===== src/rtl/left_shift_seq_pkg.sv =====
// ---------------------------------------------------------------------------
// shift_pkg
// Shared definitions for the sequential left shifter and its sibling
// right-shift unit.
//   shift_state_t  : controller states (IDLE, SHIFT, DONE)
//   ST_INVALID     : status bit index, operand had an invalid count encoding
//   ST_LOST        : status bit index, a 1 was shifted out of the MSB
//   ST_ZERO        : status bit index, result is all zeros
//   ST_ERR_INVALID : complete status word reported for an invalid operand
//   pack_status()  : assembles a status word from its individual flags
// ---------------------------------------------------------------------------
package shift_pkg;

   typedef enum logic [1:0] {
      IDLE  = 2'd0,
      SHIFT = 2'd1,
      DONE  = 2'd2
   } shift_state_t;

   localparam int ST_W       = 4;
   localparam int ST_INVALID = 3;
   localparam int ST_LOST    = 2;
   localparam int ST_ZERO    = 1;

   localparam logic [ST_W-1:0] ST_ERR_INVALID = 4'b1000;

   // Bit 0 is reserved and is always left at zero.
   function automatic logic [ST_W-1:0] pack_status(input logic invalid,
                                                   input logic lost,
                                                   input logic zero);
      logic [ST_W-1:0] s;
      s             = '0;
      s[ST_INVALID] = invalid;
      s[ST_LOST]    = lost;
      s[ST_ZERO]    = zero;
      return s;
   endfunction

endpackage


===== src/rtl/left_shift_seq_if.sv =====
// ---------------------------------------------------------------------------
// left_shift_seq_if
// Request/response bundle between the ALU operation mux and the sequential
// left shifter.
//   i_start  : request, only honoured while the shifter is idle
//   i_arg_A  : operand to shift (M bits)
//   i_arg_B  : shift count, inverted encoding (count = ~i_arg_B), valid only
//              when its MSB is 1
//   o_busy   : shifter is working or presenting a result
//   o_done   : one-cycle pulse, result and status valid
//   o_result : shifted value (M bits)
//   o_status : {invalid, lost, zero, 1'b0}
// master = requester side, slave = shifter side.
// ---------------------------------------------------------------------------
interface left_shift_seq_if #(parameter int M = 8);

   logic         i_start;
   logic [M-1:0] i_arg_A;
   logic [M-1:0] i_arg_B;
   logic         o_busy;
   logic         o_done;
   logic [M-1:0] o_result;
   logic [3:0]   o_status;

   modport master (
      output i_start, i_arg_A, i_arg_B,
      input  o_busy, o_done, o_result, o_status
   );

   modport slave (
      input  i_start, i_arg_A, i_arg_B,
      output o_busy, o_done, o_result, o_status
   );

endinterface


===== src/rtl/left_shift_seq.sv =====
// ---------------------------------------------------------------------------
// left_shift_seq
// Sequential logical left shifter, one bit per clock, zero fill. The shift
// count arrives in the same inverted encoding used by the combinational
// right-shift unit and is saturated to M. Result and status are registered
// and held until the next accepted request completes.
//   i_clk : clock, all state changes on the rising edge
//   i_rst : synchronous active-high reset, aborts any operation in flight
//   bus   : left_shift_seq_if slave modport (start, operands, busy, done,
//           result, status)
// ---------------------------------------------------------------------------
module left_shift_seq
   import shift_pkg::*;
#(
   parameter int M = 8
) (
   input  logic             i_clk,
   input  logic             i_rst,
   left_shift_seq_if.slave  bus
);

   // Counter must be able to hold the saturated value M itself.
   localparam int CW = $clog2(M + 1);

   shift_state_t      state;
   logic [M-1:0]      work;
   logic [CW-1:0]     cnt;
   logic              lost;
   logic              busy_q;
   logic              done_q;
   logic [M-1:0]      result_q;
   logic [ST_W-1:0]   status_q;

   logic [M-1:0]      n_raw;
   logic [CW-1:0]     n_sat;
   logic [M-1:0]      work_next;
   logic              lost_next;

   // Decode the inverted count and clamp anything at or above M to M, since
   // shifting further than the width only produces more zeros.
   always_comb begin
      n_raw = ~bus.i_arg_B;
      if (n_raw >= M'(M)) begin
         n_sat = CW'(M);
      end else begin
         n_sat = CW'(n_raw);
      end
   end

   // One step of the shift; the bit leaving the MSB folds into the lost flag.
   always_comb begin
      work_next = {work[M-2:0], 1'b0};
      lost_next = lost | work[M-1];
   end

   // Controller. The outputs are written on the edge that enters DONE so the
   // result, status and done pulse all appear together, and result/status
   // simply keep their value outside that edge.
   always_ff @(posedge i_clk) begin
      if (i_rst) begin
         state    <= IDLE;
         work     <= '0;
         cnt      <= '0;
         lost     <= 1'b0;
         busy_q   <= 1'b0;
         done_q   <= 1'b0;
         result_q <= '0;
         status_q <= '0;
      end else begin
         case (state)
            IDLE: begin
               if (bus.i_start) begin
                  work   <= bus.i_arg_A;
                  lost   <= 1'b0;
                  cnt    <= n_sat;
                  busy_q <= 1'b1;
                  if (!bus.i_arg_B[M-1]) begin
                     state    <= DONE;
                     done_q   <= 1'b1;
                     result_q <= '0;
                     status_q <= ST_ERR_INVALID;
                  end else if (n_sat == '0) begin
                     state    <= DONE;
                     done_q   <= 1'b1;
                     result_q <= bus.i_arg_A;
                     status_q <= pack_status(1'b0, 1'b0, bus.i_arg_A == '0);
                  end else begin
                     state <= SHIFT;
                  end
               end
            end

            SHIFT: begin
               work <= work_next;
               lost <= lost_next;
               cnt  <= cnt - CW'(1);
               if (cnt == CW'(1)) begin
                  state    <= DONE;
                  done_q   <= 1'b1;
                  result_q <= work_next;
                  status_q <= pack_status(1'b0, lost_next, work_next == '0);
               end
            end

            DONE: begin
               state  <= IDLE;
               done_q <= 1'b0;
               busy_q <= 1'b0;
            end

            default: begin
               state  <= IDLE;
               done_q <= 1'b0;
               busy_q <= 1'b0;
            end
         endcase
      end
   end

   assign bus.o_busy   = busy_q;
   assign bus.o_done   = done_q;
   assign bus.o_result = result_q;
   assign bus.o_status = status_q;

endmodule


===== src/flat_wrapper.sv =====
// flat-port wrapper written by rule: the top's interface ports become plain ports
module left_shift_seq_flat import shift_pkg::*;
#(
   parameter int M = 8
)
  (i_clk, i_rst, bus_i_start, bus_i_arg_A, bus_i_arg_B, bus_o_busy, bus_o_done, bus_o_result, bus_o_status);
  left_shift_seq_if #(.M(M)) bus_i ();
  input  logic i_clk;
  input  logic i_rst;
  input wire logic [$bits(bus_i.i_start)-1:0] bus_i_start;
  input wire logic [$bits(bus_i.i_arg_A)-1:0] bus_i_arg_A;
  input wire logic [$bits(bus_i.i_arg_B)-1:0] bus_i_arg_B;
  output wire logic [$bits(bus_i.o_busy)-1:0] bus_o_busy;
  output wire logic [$bits(bus_i.o_done)-1:0] bus_o_done;
  output wire logic [$bits(bus_i.o_result)-1:0] bus_o_result;
  output wire logic [$bits(bus_i.o_status)-1:0] bus_o_status;
  assign bus_i.i_start = bus_i_start;
  assign bus_i.i_arg_A = bus_i_arg_A;
  assign bus_i.i_arg_B = bus_i_arg_B;
  assign bus_o_busy = bus_i.o_busy;
  assign bus_o_done = bus_i.o_done;
  assign bus_o_result = bus_i.o_result;
  assign bus_o_status = bus_i.o_status;
  left_shift_seq #(.M(M)) u_core (.i_clk(i_clk), .i_rst(i_rst), .bus(bus_i));
endmodule

===== config.mk =====
export PLATFORM = sky130hd
export DESIGN_NAME = left_shift_seq_flat
export DESIGN_NICKNAME = d
export VERILOG_FILES = /design/src/rtl/left_shift_seq_pkg.sv /design/src/rtl/left_shift_seq_if.sv /design/src/rtl/left_shift_seq.sv /design/src/flat_wrapper.sv
export SDC_FILE = /design/constraint.sdc
export NUM_CORES = 1
export LEC_CHECK = 0
export ABC_AREA = 1
export BUFFER_PORTS_ARGS = -buffer_cell sky130_fd_sc_hd__buf_2
export CAP_MARGIN = 20
export CORE_MARGIN = 2
export CORE_UTILIZATION = 38
export DETAILED_ROUTE_END_ITERATION = 10
export HOLD_SLACK_MARGIN = 0.12
export PLACE_DENSITY_LB_ADDON = 0.3
export SKIP_LAST_GASP = 1
export SLEW_MARGIN = 30
export SYNTH_ARGS = -nofsm -noshare
export SYNTH_HDL_FRONTEND = slang
export SYNTH_SLANG_ARGS = --single-unit

===== constraint.sdc =====
create_clock -name i_clk -period 1.45 [get_ports i_clk]
set_input_delay 0.2175 -clock i_clk [delete_from_list [all_inputs] [get_ports i_clk]]
set_output_delay 0.2175 -clock i_clk [all_outputs]
set_load 0.05 [all_outputs]

-- Word level (Yosys, flattened, before mapping)
Cells that the tools add are included.
- bits in registers: 29
- output and inout port bits: 14
- word-level logic and storage cells: 57
- add/subtract/negate cells: 1
- magnitude comparators: 1
- equal/unequal tests: 5
- multiplexer cells: 29
- bitwise gates (word level): 3
- reduce and logical (&&, ||, !) cells: 10
- operator list (cell ; count):
    8-bit 2-to-1 mux ; 5
    8-bit one-hot mux with 2 select lines ; 2
    4-bit 2-to-1 mux ; 6
    8-bit zero test ; 2
    4-bit one-hot mux with 2 select lines ; 2
    8-bit by 4-bit greater-or-equal comparator with 1-bit output (second input constant) ; 1
    2-bit 2-to-1 mux ; 4
    8-bit inverter ; 1
    1-bit 2-to-1 mux ; 6
    1-bit one-hot mux with 2 select lines ; 3
    2-bit AND reduction ; 3
    4-bit by 1-bit equality test with 1-bit output (second input constant) ; 1
    4-bit zero test ; 1
    2-bit one-hot mux with 2 select lines ; 1
    4-bit AND reduction ; 1
    4-bit by 1-bit subtractor with 4-bit output (second input constant) ; 1
    3-bit by 2-bit != test with 1-bit output (second input constant) ; 1
    3-bit AND reduction ; 1
    2-bit by 1-bit equality test with 1-bit output (second input constant) ; 1
    2-bit zero test ; 1
    2-bit by 1-bit != test with 1-bit output (second input constant) ; 1
    2-bit != test (second input constant) ; 1
    2-bit nonzero test ; 1
    1-bit inverter ; 1
    1-bit OR ; 1

-- Logic depth before layout (Yosys ltp)
Gate-level depths: netlist of run 1.
- word-level depth: 8
- depth in mapped cells: 9
- mapped depth without buffers: 8

-- Worst setup path before layout of run 1
No wires, ideal clock.
- path kind: reg2reg
- start: reg u_core.cnt[1]
- end: reg u_core.status_q[1], in the netlist u_core.bus.o_status[1]
- library setup time: 111 ps
- arrival: 1229 ps
- data required time: 1339 ps
- path slack: 111 ps
- cell stages (with the launch flop): 9
- cells stage by stage: dfxtp_1 inv_1 ha_1 nand2_1 o21ai_4 nand3_4 buf_12 nor2_4 nor2_2
- cells in the longest elaborated chain, start to end: 3
- RTL lines (item ; line ; RTL):
    start, declared ; left_shift_seq.sv:27 ; logic [CW-1:0] cnt;
    start signal, assigned ; left_shift_seq.sv:75 ; cnt <= n_sat;
    start signal, assigned ; left_shift_seq.sv:96 ; cnt <= cnt - CW'(1);
    4-bit by 1-bit equality test with 1-bit output ; left_shift_seq.sv:97 ; if (cnt == CW'(1)) begin
    2-bit by 1-bit != test with 1-bit output (no source line) ; n/a ;
    4-bit AND reduction (no source line) ; n/a ;
    end signal, assigned ; left_shift_seq.sv:86 ; status_q <= pack_status(1'b0, 1'b0, bus.i_arg_A == '0);
    end signal, assigned ; left_shift_seq.sv:101 ; status_q <= pack_status(1'b0, lost_next, work_next == '0);
    end, declared ; left_shift_seq.sv:32 ; logic [ST_W-1:0] status_q;
No other way between the ends.
A chain may end at the register's enable or synchronous reset.

-- Worst setup path in the final report of run 1
- start: reg u_core.state[1]
- end: reg u_core.status_q[1], in the netlist u_core.bus.o_status[1]
- cells in the longest elaborated chain, start to end: 3
- elaborated cells between the ends (all ways): 8
- RTL lines (item ; line ; RTL):
    start, declared ; left_shift_seq.sv:25 ; shift_state_t state;
    start signal, assigned ; left_shift_seq.sv:61 ; state <= IDLE;
    start signal, assigned ; left_shift_seq.sv:78 ; state <= DONE;
    start signal, assigned ; left_shift_seq.sv:83 ; state <= DONE;
    2-bit by 1-bit equality test with 1-bit output / 2-bit zero test (equally long branches) ; left_shift_seq.sv:70 ; case (state)
    2-bit by 1-bit != test with 1-bit output (no source line), or another cell as far along ; n/a ;
    4-bit AND reduction (no source line) ; n/a ;
Several ways; a longest one is shown, not always the timed one.

==> results of run 1 <==
==> state kept, by name, indices dropped and copies added (netlist names) <==
signal               count
u_core.bus.o_result      8
u_core.work              8
u_core.cnt               4
u_core.bus.o_status      3
u_core.state             2
u_core.bus.o_busy        1
u_core.bus.o_done        1
u_core.lost              1
==> critical path, stage by stage (launching register included) <==
cell and delay, ns:
dfxtp_1 0.36, inv_2 0.07, nand2_4 0.13, inv_2 0.09, buf_4 0.17, nor3_2 0.11
nand3_1 0.09, nand2_1 0.12, nor2_4 0.04, nor2_2 0.08
==> routing by layer <==
metal  wire, um  share of wire, %  track usage [%]
met5          0                 0                0
met4         20              0.64             3.06
met3        154               5.0             3.89
met2       1450                47             26.3
met1       1480                48             18.9
==> power by group through the flow <==
stage | Combinational [mW] | Sequential, mW | Clock (mW)
finish | 0.762 | 0.931 | 0.482
global route | 0.846 | 0.941 | 0.527
CTS | 0.737 | 0.930 | 0.498
detailed placement | 0.735 | 0.947 | 0
global placement | 0.727 | 0.945 | 0
floorplan | 0.423 | 1.11 | 0
==> path summary, 6_finish.rpt <==
check / slack (ns) / from / depth (start not counted) / to
worst min register to register: 0.48 / u_core.bus.o_done$_SDFFE_PP0P_ / 2 / u_core.bus.o_done$_SDFFE_PP0P_
worst min-delay path: 0.22 / bus_i_arg_B[1] / 4 / u_core.cnt[1]$_SDFFE_PP0P_
worst max register to register: 0.12 / u_core.state[1]$_SDFFE_PP0P_ / 9 / u_core.bus.o_status[1]$_SDFFE_PP0P_
worst max-delay path: 0.12 / u_core.state[1]$_SDFFE_PP0P_ / 9 / u_core.bus.o_status[1]$_SDFFE_PP0P_
==> synthesized netlist by cell type, drive strengths merged <==
master,instances
nand4,2
buf,7
o21ai,13
a31oi,8
nand2,54
nand3,11
or2,1
inv,23
a21oi,10
ha,2
nor2,30
clkbuf,2
conb,1
dfxtp,28
nor3,6
a21boi,7
==> layout by cell type (no fill, tap or decap), drive strengths merged <==
master,instances
o21ai,13
nand3,11
buf,41
nor2,30
dfxtp,28
or2,1
nand2,54
conb,1
clkbuf,4
a21boi,7
nor3,6
inv,23
ha,2
a31oi,8
a21oi,10
nand4,2
==> metrics by stage <==
step | setup WS [ns] | power (mW) | hold slack (ns) | setup TNS [ns] | cells
detailed placement | 0.0526 | 1.68 | 0.459 | 0 | 283
CTS | 0.0289 | 2.17 | 0.214 | 0 | 287
global route | -0.0112 | 2.31 | 0.232 | -0.0119 | 289
finish | 0.122 | 2.17 | 0.216 | 0 | 289
floorplan | 0.111 | 1.53 | 0.395 | 0 | 205
global placement | 0.0826 | 1.67 | 0.461 | 0 | 283
==> cell families (layout without fill, tap and decap cells) <==
group	Yosys count	in the layout	share of synthesized area, %
adders and majority gates	2	2	1.67
AOI/OAI and AO/OA	38	38	16.0
buffers and inverters	32	68	10.3
DFF	28	28	37.3
and+or+nand+nor	104	104	34.4
other	1	1	0.250
==> area by class of cell <==
class                           count  area, um^2  share of cell area (%)
Multi-Input combinational cell    145         791                    43.6
Sequential cell                    28         561                    30.9
Timing Repair Buffer               41         259                    14.3
Inverter                           23        86.3                    4.77
Tap cell                           48        60.1                    3.31
Clock buffer                        4        55.1                    3.04
==> what timing repair did <==
item | CTS | global route
setup buffers | 0 | 2
setup endpoints to repair | 0 | 14
gates resized for setup | 0 | 3
==> results by group, run 1 <==
Worst setup path
  • Crit path required time: around 1.7 ns
  • Worst EP arrival: between 1.5 and 2 ns
  • Critical Path End Type: register
  • Crit start category: register
  • Crit-path max FO: 10
  • Critical path class: register to register

Final layout
  • # diodes: 0
  • Final Instance Area: ~1800 um^2
  • Util after Layout: slightly below 50%
  • Final-layout fill cell count: 396
  • Nets: between 200 and 300
  • Share of cells above drive strength 1: a little under a third
  • Area growth syn-to-layout: 20.7%

Global routing
  • Grt total ovfl: 0
  • Antenna violations before repair: 0
  • Total global-route track usage: between 10% and 20%
  • Vias in the first global route: roughly 1,200
  • First-pass GRT wire length: between 5 and 6 mm
  • Largest net degree at the start of global routing: 20

Run
  • Max cap viols: 0

STA
  • Minimum clock period: around 1.3 ns
  • Skew final: between 0.0015 and 0.002 ns
  • Finish-stage setup viols: 0
  • Final hold viol count: 0
  • RSZ-0062 raised after global routing: true
  • Fmax: between 0.7 and 0.8 GHz
  • Max Slew Vio Count: 0
  • Period utilization: between 90% and 100%

Power
  • Logic pwr share: between 30% and 40%
  • Reg power frac: between 40 and 50%
  • Switching power: between 800 and 900 uW
  • Total internal power: 1.37 mW
  • Leak pwr: ~0.87 nW
  • PwrDens: ~1200 nW/um^2
  • Clock power frac: between 20 and 25%
  • Switching fraction of total power: between 30% and 40%
  • VDD IR max: ~750 uV

Synthesis
  • Distinct cells, synth: 29
  • FF+latch count, synth: 28
  • Leading area contributor after synthesis: dfxtp_1
  • Synth area leaders: dfxtp_1 37%, nand2_1 12%, inv_1 4.7%
  • Syn. warnings: 0
  • Post-Synthesis Net Count: 226
  • Sequential area share after synthesis: around 37%
  • Cells after Synth: around 200
  • Syn_area_per_cell: between 7 and 8 um^2
  • Post-synth top area share: 37.3%
  • Cell Area, Synth: 1500 um^2

Routing
  • 1st-pass router iterations: 4
  • Post-Route WL: slightly above 3 mm
  • DR vias: approximately 1,400
  • Via/cell ratio: approximately 4.7
  • DR WL/cell: around 11 um
  • DR DRC count: 0
  • Initial DRC Count: 51
  • Antenna Nets Post-Route: 0

Place
  • Detailed placer's ending HPWL: 2.35 mm
  • Final Wtd Congestion: ~0.80
  • Post-Place Cell Area: between 1500 and 2000 um^2
  • Port-buffer cells: 31

Floorplan
  • I/O pins: 33
  • DIE AREA: between 4000 and 5000 um^2
  • Initial core utilization: between 40% and 50%
  • Die Ht: 66.9 um
  • Die W: ~67 um
  • # rows: 22
  • CORE AREA: approximately 3700 um^2

Clock tree
  • CTS clock-pin slew for the worst setup and hold paths: roughly 0.09 ns
  • Hold Buf Count CTS: 0
  • CTS tree: yes
  • Root Buffer: clkbuf_8
  • CTS H-tree lvls: 1
  • Clk Latency, worst-skew pair: 0.27 ns
  • CTS max path bufs: 2
  • Num Clock Sinks: 28
  • CTS Buf Count: 3

Outcome
  • Status: complete, no violations

Min path
  • Worst min path class: input port to register
Power figures use the tool's default switching activity.
==> run 2: changes to the inputs <==
Settings changed: ABC_AREA 1 to not set.
==> results by group, run 2 <==
Outcome
  • Status: complete, no violations

Worst setup path
  • CP top delay family: compound AO/OA/AOI/OAI gates
  • CP peak stage delay: 0.35 ns (about the same)
  • Critical Path Slowest Stage Cell: dfxtp_2
  • Critical Path End Type: register
  • Worst EP arrival: 1.67 ns (+0.12 ns)
  • Reg2Reg Depth: 6 (-3)
  • Crit-path max FO: 5 (-5)
  • Worst reg-to-reg setup slack: 0.04 ns (-0.09 ns)
  • Critical path class: register to register
  • Reg2reg end: u_core.bus.o_result[6]$_SDFFE_PP0P_
  • Worst r2r src: u_core.cnt[1]$_SDFFE_PP0P_
  • Crit path required time: 1.71 ns (+0.04 ns)
  • CP cell instances: inv_2, ha_4, and4bb_4, o21ba_4, a21oi_1, a311oi_1
  • Crit start category: register
  • WP buf/inv: 1 (-2)

Global routing
  • Grt total ovfl: 0 (unchanged)
  • Total global-route track usage: 19.3% (+4.2 points)
  • Antenna violations before repair: 0 (unchanged)
  • Largest net degree at the start of global routing: 31 (+55%)
  • First-pass GRT wire length: 6.38 mm (+22%)
  • Vias in the first global route: 1,391 (+14%)

Final layout
  • Nets: 230 (-13%)
  • Area growth syn-to-layout: 29.8%
  • Final-layout fill cell count: 343 (-13%)
  • Most common cell after layout, fill and taps aside: buf_2
  • Share of cells above drive strength 1: 34.6% (+3.1 points)
  • # diodes: 0 (unchanged)
  • Most frequent cells in the layout: 31 x buf_2, 24 x nand2_1, 24 x dfxtp_1

Power
  • VDD IR max: 425 uV (-43%)
  • Logic pwr share: 27.0% (-8.1 points)
  • Reg power frac: 46.3% (+3.5 points)
  • Switching fraction of total power: 31.5% (-5.3 points)
  • Switching power: 607 uW (-24%)
  • Leak pwr: 0.716 nW (-17%)
  • Clock power frac: 26.7% (+4.5 points)
  • Total internal power: 1.32 mW (-4.1%)
  • Overall power: 1.92 mW (-12%)
  • PwrDens: 1070 nW/um^2 (-11%)

Place
  • Port-buffer cells: 31 (unchanged)
  • Detailed placer's ending HPWL: 2.65 mm (+13%)
  • Final Wtd Congestion: 0.802 (+0.34%)

Routing
  • Routed length on met3: 171 um (+11%)
  • Wire length on met1: 1.65 mm (+12%)
  • Via/cell ratio: 5.57 (+18%)
  • Wire length on met2: 1.85 mm (+27%)
  • DR WL/cell: 14.8 um (+38%)
  • DR vias: 1,414 (+3.5%)
  • Post-Route WL: 3.76 mm (+21%)
  • Top sig layer: met4
  • Initial DRC Count: 98 (+92%)
  • Antenna Nets Post-Route: 0 (unchanged)
  • 1st-pass router iterations: 4 (unchanged)
  • DR DRC count: 0 (unchanged)

Floorplan
  • I/O pins: 33 (unchanged)
  • Die Ht: 64.3 um (-3.9%)
  • DIE AREA: 4130 um^2 (-7.6%)
  • Initial core utilization: 40.4% (+0.30 points)
  • Die W: 64.3 um (-3.9%)
  • # rows: 21 (-4.5%)
  • CORE AREA: 3420 um^2 (-8.8%)

Synthesis
  • FFs w/ async S/R, synth: 0% (unchanged)
  • Top_reg_cell synth: dfxtp_1
  • Syn_area_per_cell: 8.12 um^2 (+11%)
  • Distinct cells, synth: 37 (+28%)
  • Leading area contributor after synthesis: dfxtp_1
  • Post-synth top area share: 40.6% (+3.3 points)
  • Post-Synthesis Net Count: 191 (-15%)
  • Sequential area share after synthesis: 40.6% (+3.3 points)
  • FF+latch count, synth: 28 (unchanged)
  • Count leader, synth: dfxtp_1
  • Synth area leaders: dfxtp_1 41%, a311oi_1 9.5%, a21oi_1 6.5%
  • Cells after Synth: 170 (-17%)
  • Cell Area, Synth: 1380 um^2 (-8.1%)
  • Post-synth EDFFs: 0 (unchanged)
  • Commonest cells post-synth: 28 x dfxtp_1, 24 x nand2_1, 18 x a21oi_1, 15 x a311oi_1, 15 x nor2_1
  • Syn. warnings: 0 (unchanged)

STA
  • Min Hold Slack: 0.147 ns (-0.0691 ns)
  • Final hold viol count: 0 (unchanged)
  • Worst-Margin Slew: approximately 0.53 ns
  • Finish-stage setup viols: 0 (unchanged)
  • Worst slew margin: 64.8%
  • Period utilization: 97.6% (+6.0 points)
  • Max Slew Vio Count: 0 (unchanged)
  • Skew final: 0.0125 ns (+0.0106 ns)
  • RSZ-0062 raised after global routing: true
  • Minimum clock period: 1.41 ns (+0.0871 ns)
  • Fmax: 0.707 GHz (-6.2%)

Min path
  • Worst min path class: input port to register
  • Worst hold endpoint: u_core.work[0]$_SDFFE_PP0P_
  • Hold-critical path depth: 3 (-1)
  • HP Start: bus_i_arg_A[0]

Clock tree
  • Root Buffer: clkbuf_4
  • Postcts setup bufs: 0 (unchanged)
  • CTS tree: yes
  • Hold Buf Count CTS: 0 (unchanged)
  • CTS clock-pin slew for the worst setup and hold paths: 0.16 ns (+0.07 ns)
  • Clk Latency, worst-skew pair: 0.34 ns (+0.07 ns)
  • CTS H-tree lvls: 1 (unchanged)
  • CTS max path bufs: 2 (unchanged)
  • Num Clock Sinks: 28 (unchanged)
  • CTS Buf Count: 3 (unchanged)

Run
  • Max cap viols: 0 (unchanged)
## run 2: metal layers
layer / global-route usage, % / vias up
li1: - / 700
met3: 2.82 / 8
met2: 33.2 / 44
met4: 7.98 / 0
met1: 24.0 / 662
met5: 0 / -
## run 2: per-stage QoR
stage | TNS, ns | utilization [%] | area, um^2 | worst slack (ns) | cells
CTS | -0.00320 | 51.5 | 1760 | -0.00320 | 254
detailed placement | -1.12 | 48.2 | 1650 | -0.154 | 249
finish | 0 | 52.5 | 1790 | 0.0350 | 254
global route | -0.131 | 52.5 | 1790 | -0.0527 | 254
global placement | -0.577 | 48.2 | 1650 | -0.0735 | 249
floorplan | 0 | - | 1380 | 0.0317 | 170
## run 2: worst reg2reg max path, cell delays in order (launching register included)
cell and delay, ns:
dfxtp_2 0.35, inv_2 0.07, ha_4 0.12, and4bb_4 0.30
o21ba_4 0.19, a21oi_1 0.08, a311oi_1 0.25
## run 2: cell families (layout without fill, tap and decap cells)
group / after synthesis / after routing / synth area share [%]
other: 1 / 1 / 0.272
buffers and inverters: 17 / 54 / 6.35
AO/OA/AOI/OAI: 48 / 49 / 24.6
AND/OR/NAND/NOR: 74 / 74 / 26.4
adder cells (fa/ha/maj): 2 / 2 / 1.81
flip-flops: 28 / 28 / 40.6
## run 2: area by class of cell
cell class	count	area (um^2)	share of cell area, %
inverter	4	15.0	0.838
clock inverter	1	30.0	1.68
sequential	28	566	31.6
multi-input combinational	126	821	45.8
tap	46	57.6	3.21
clock buffer	3	22.5	1.26
timing repair buffer	46	280	15.6
## run 2: what timing repair did
action	CTS	global route
gates cloned	1	0
setup endpoints to repair	9	22
gates resized for setup	13	11
pin swaps	3	2
## run 2: power by group through the flow
stage	Clock, mW	Combinational [mW]	Sequential [mW]
3_3_place_gp	0	0.464	0.897
4_1_cts	0.520	0.501	0.888
3_5_place_dp	0	0.475	0.901
5_1_grt	0.560	0.560	0.902
2_1_floorplan	0	0.237	0.988
6_report	0.513	0.520	0.891
## run 2: how the worst max path moves through the flow
stage / start / to / cells after the start
global route: u_core.cnt[1]$_SDFFE_PP0P_ / u_core.bus.o_status[1]$_SDFFE_PP0P_ / 6
detailed placement: u_core.cnt[1]$_SDFFE_PP0P_ / u_core.bus.o_result[4]$_SDFFE_PP0P_ / 6
global placement: u_core.cnt[1]$_SDFFE_PP0P_ / u_core.bus.o_result[6]$_SDFFE_PP0P_ / 6
CTS: u_core.state[0]$_SDFFE_PP0P_ / u_core.bus.o_status[1]$_SDFFE_PP0P_ / 5
floorplan: u_core.cnt[0]$_SDFFE_PP0P_ / u_core.bus.o_result[1]$_SDFFE_PP0P_ / 5
finish: u_core.cnt[1]$_SDFFE_PP0P_ / u_core.bus.o_result[6]$_SDFFE_PP0P_ / 6
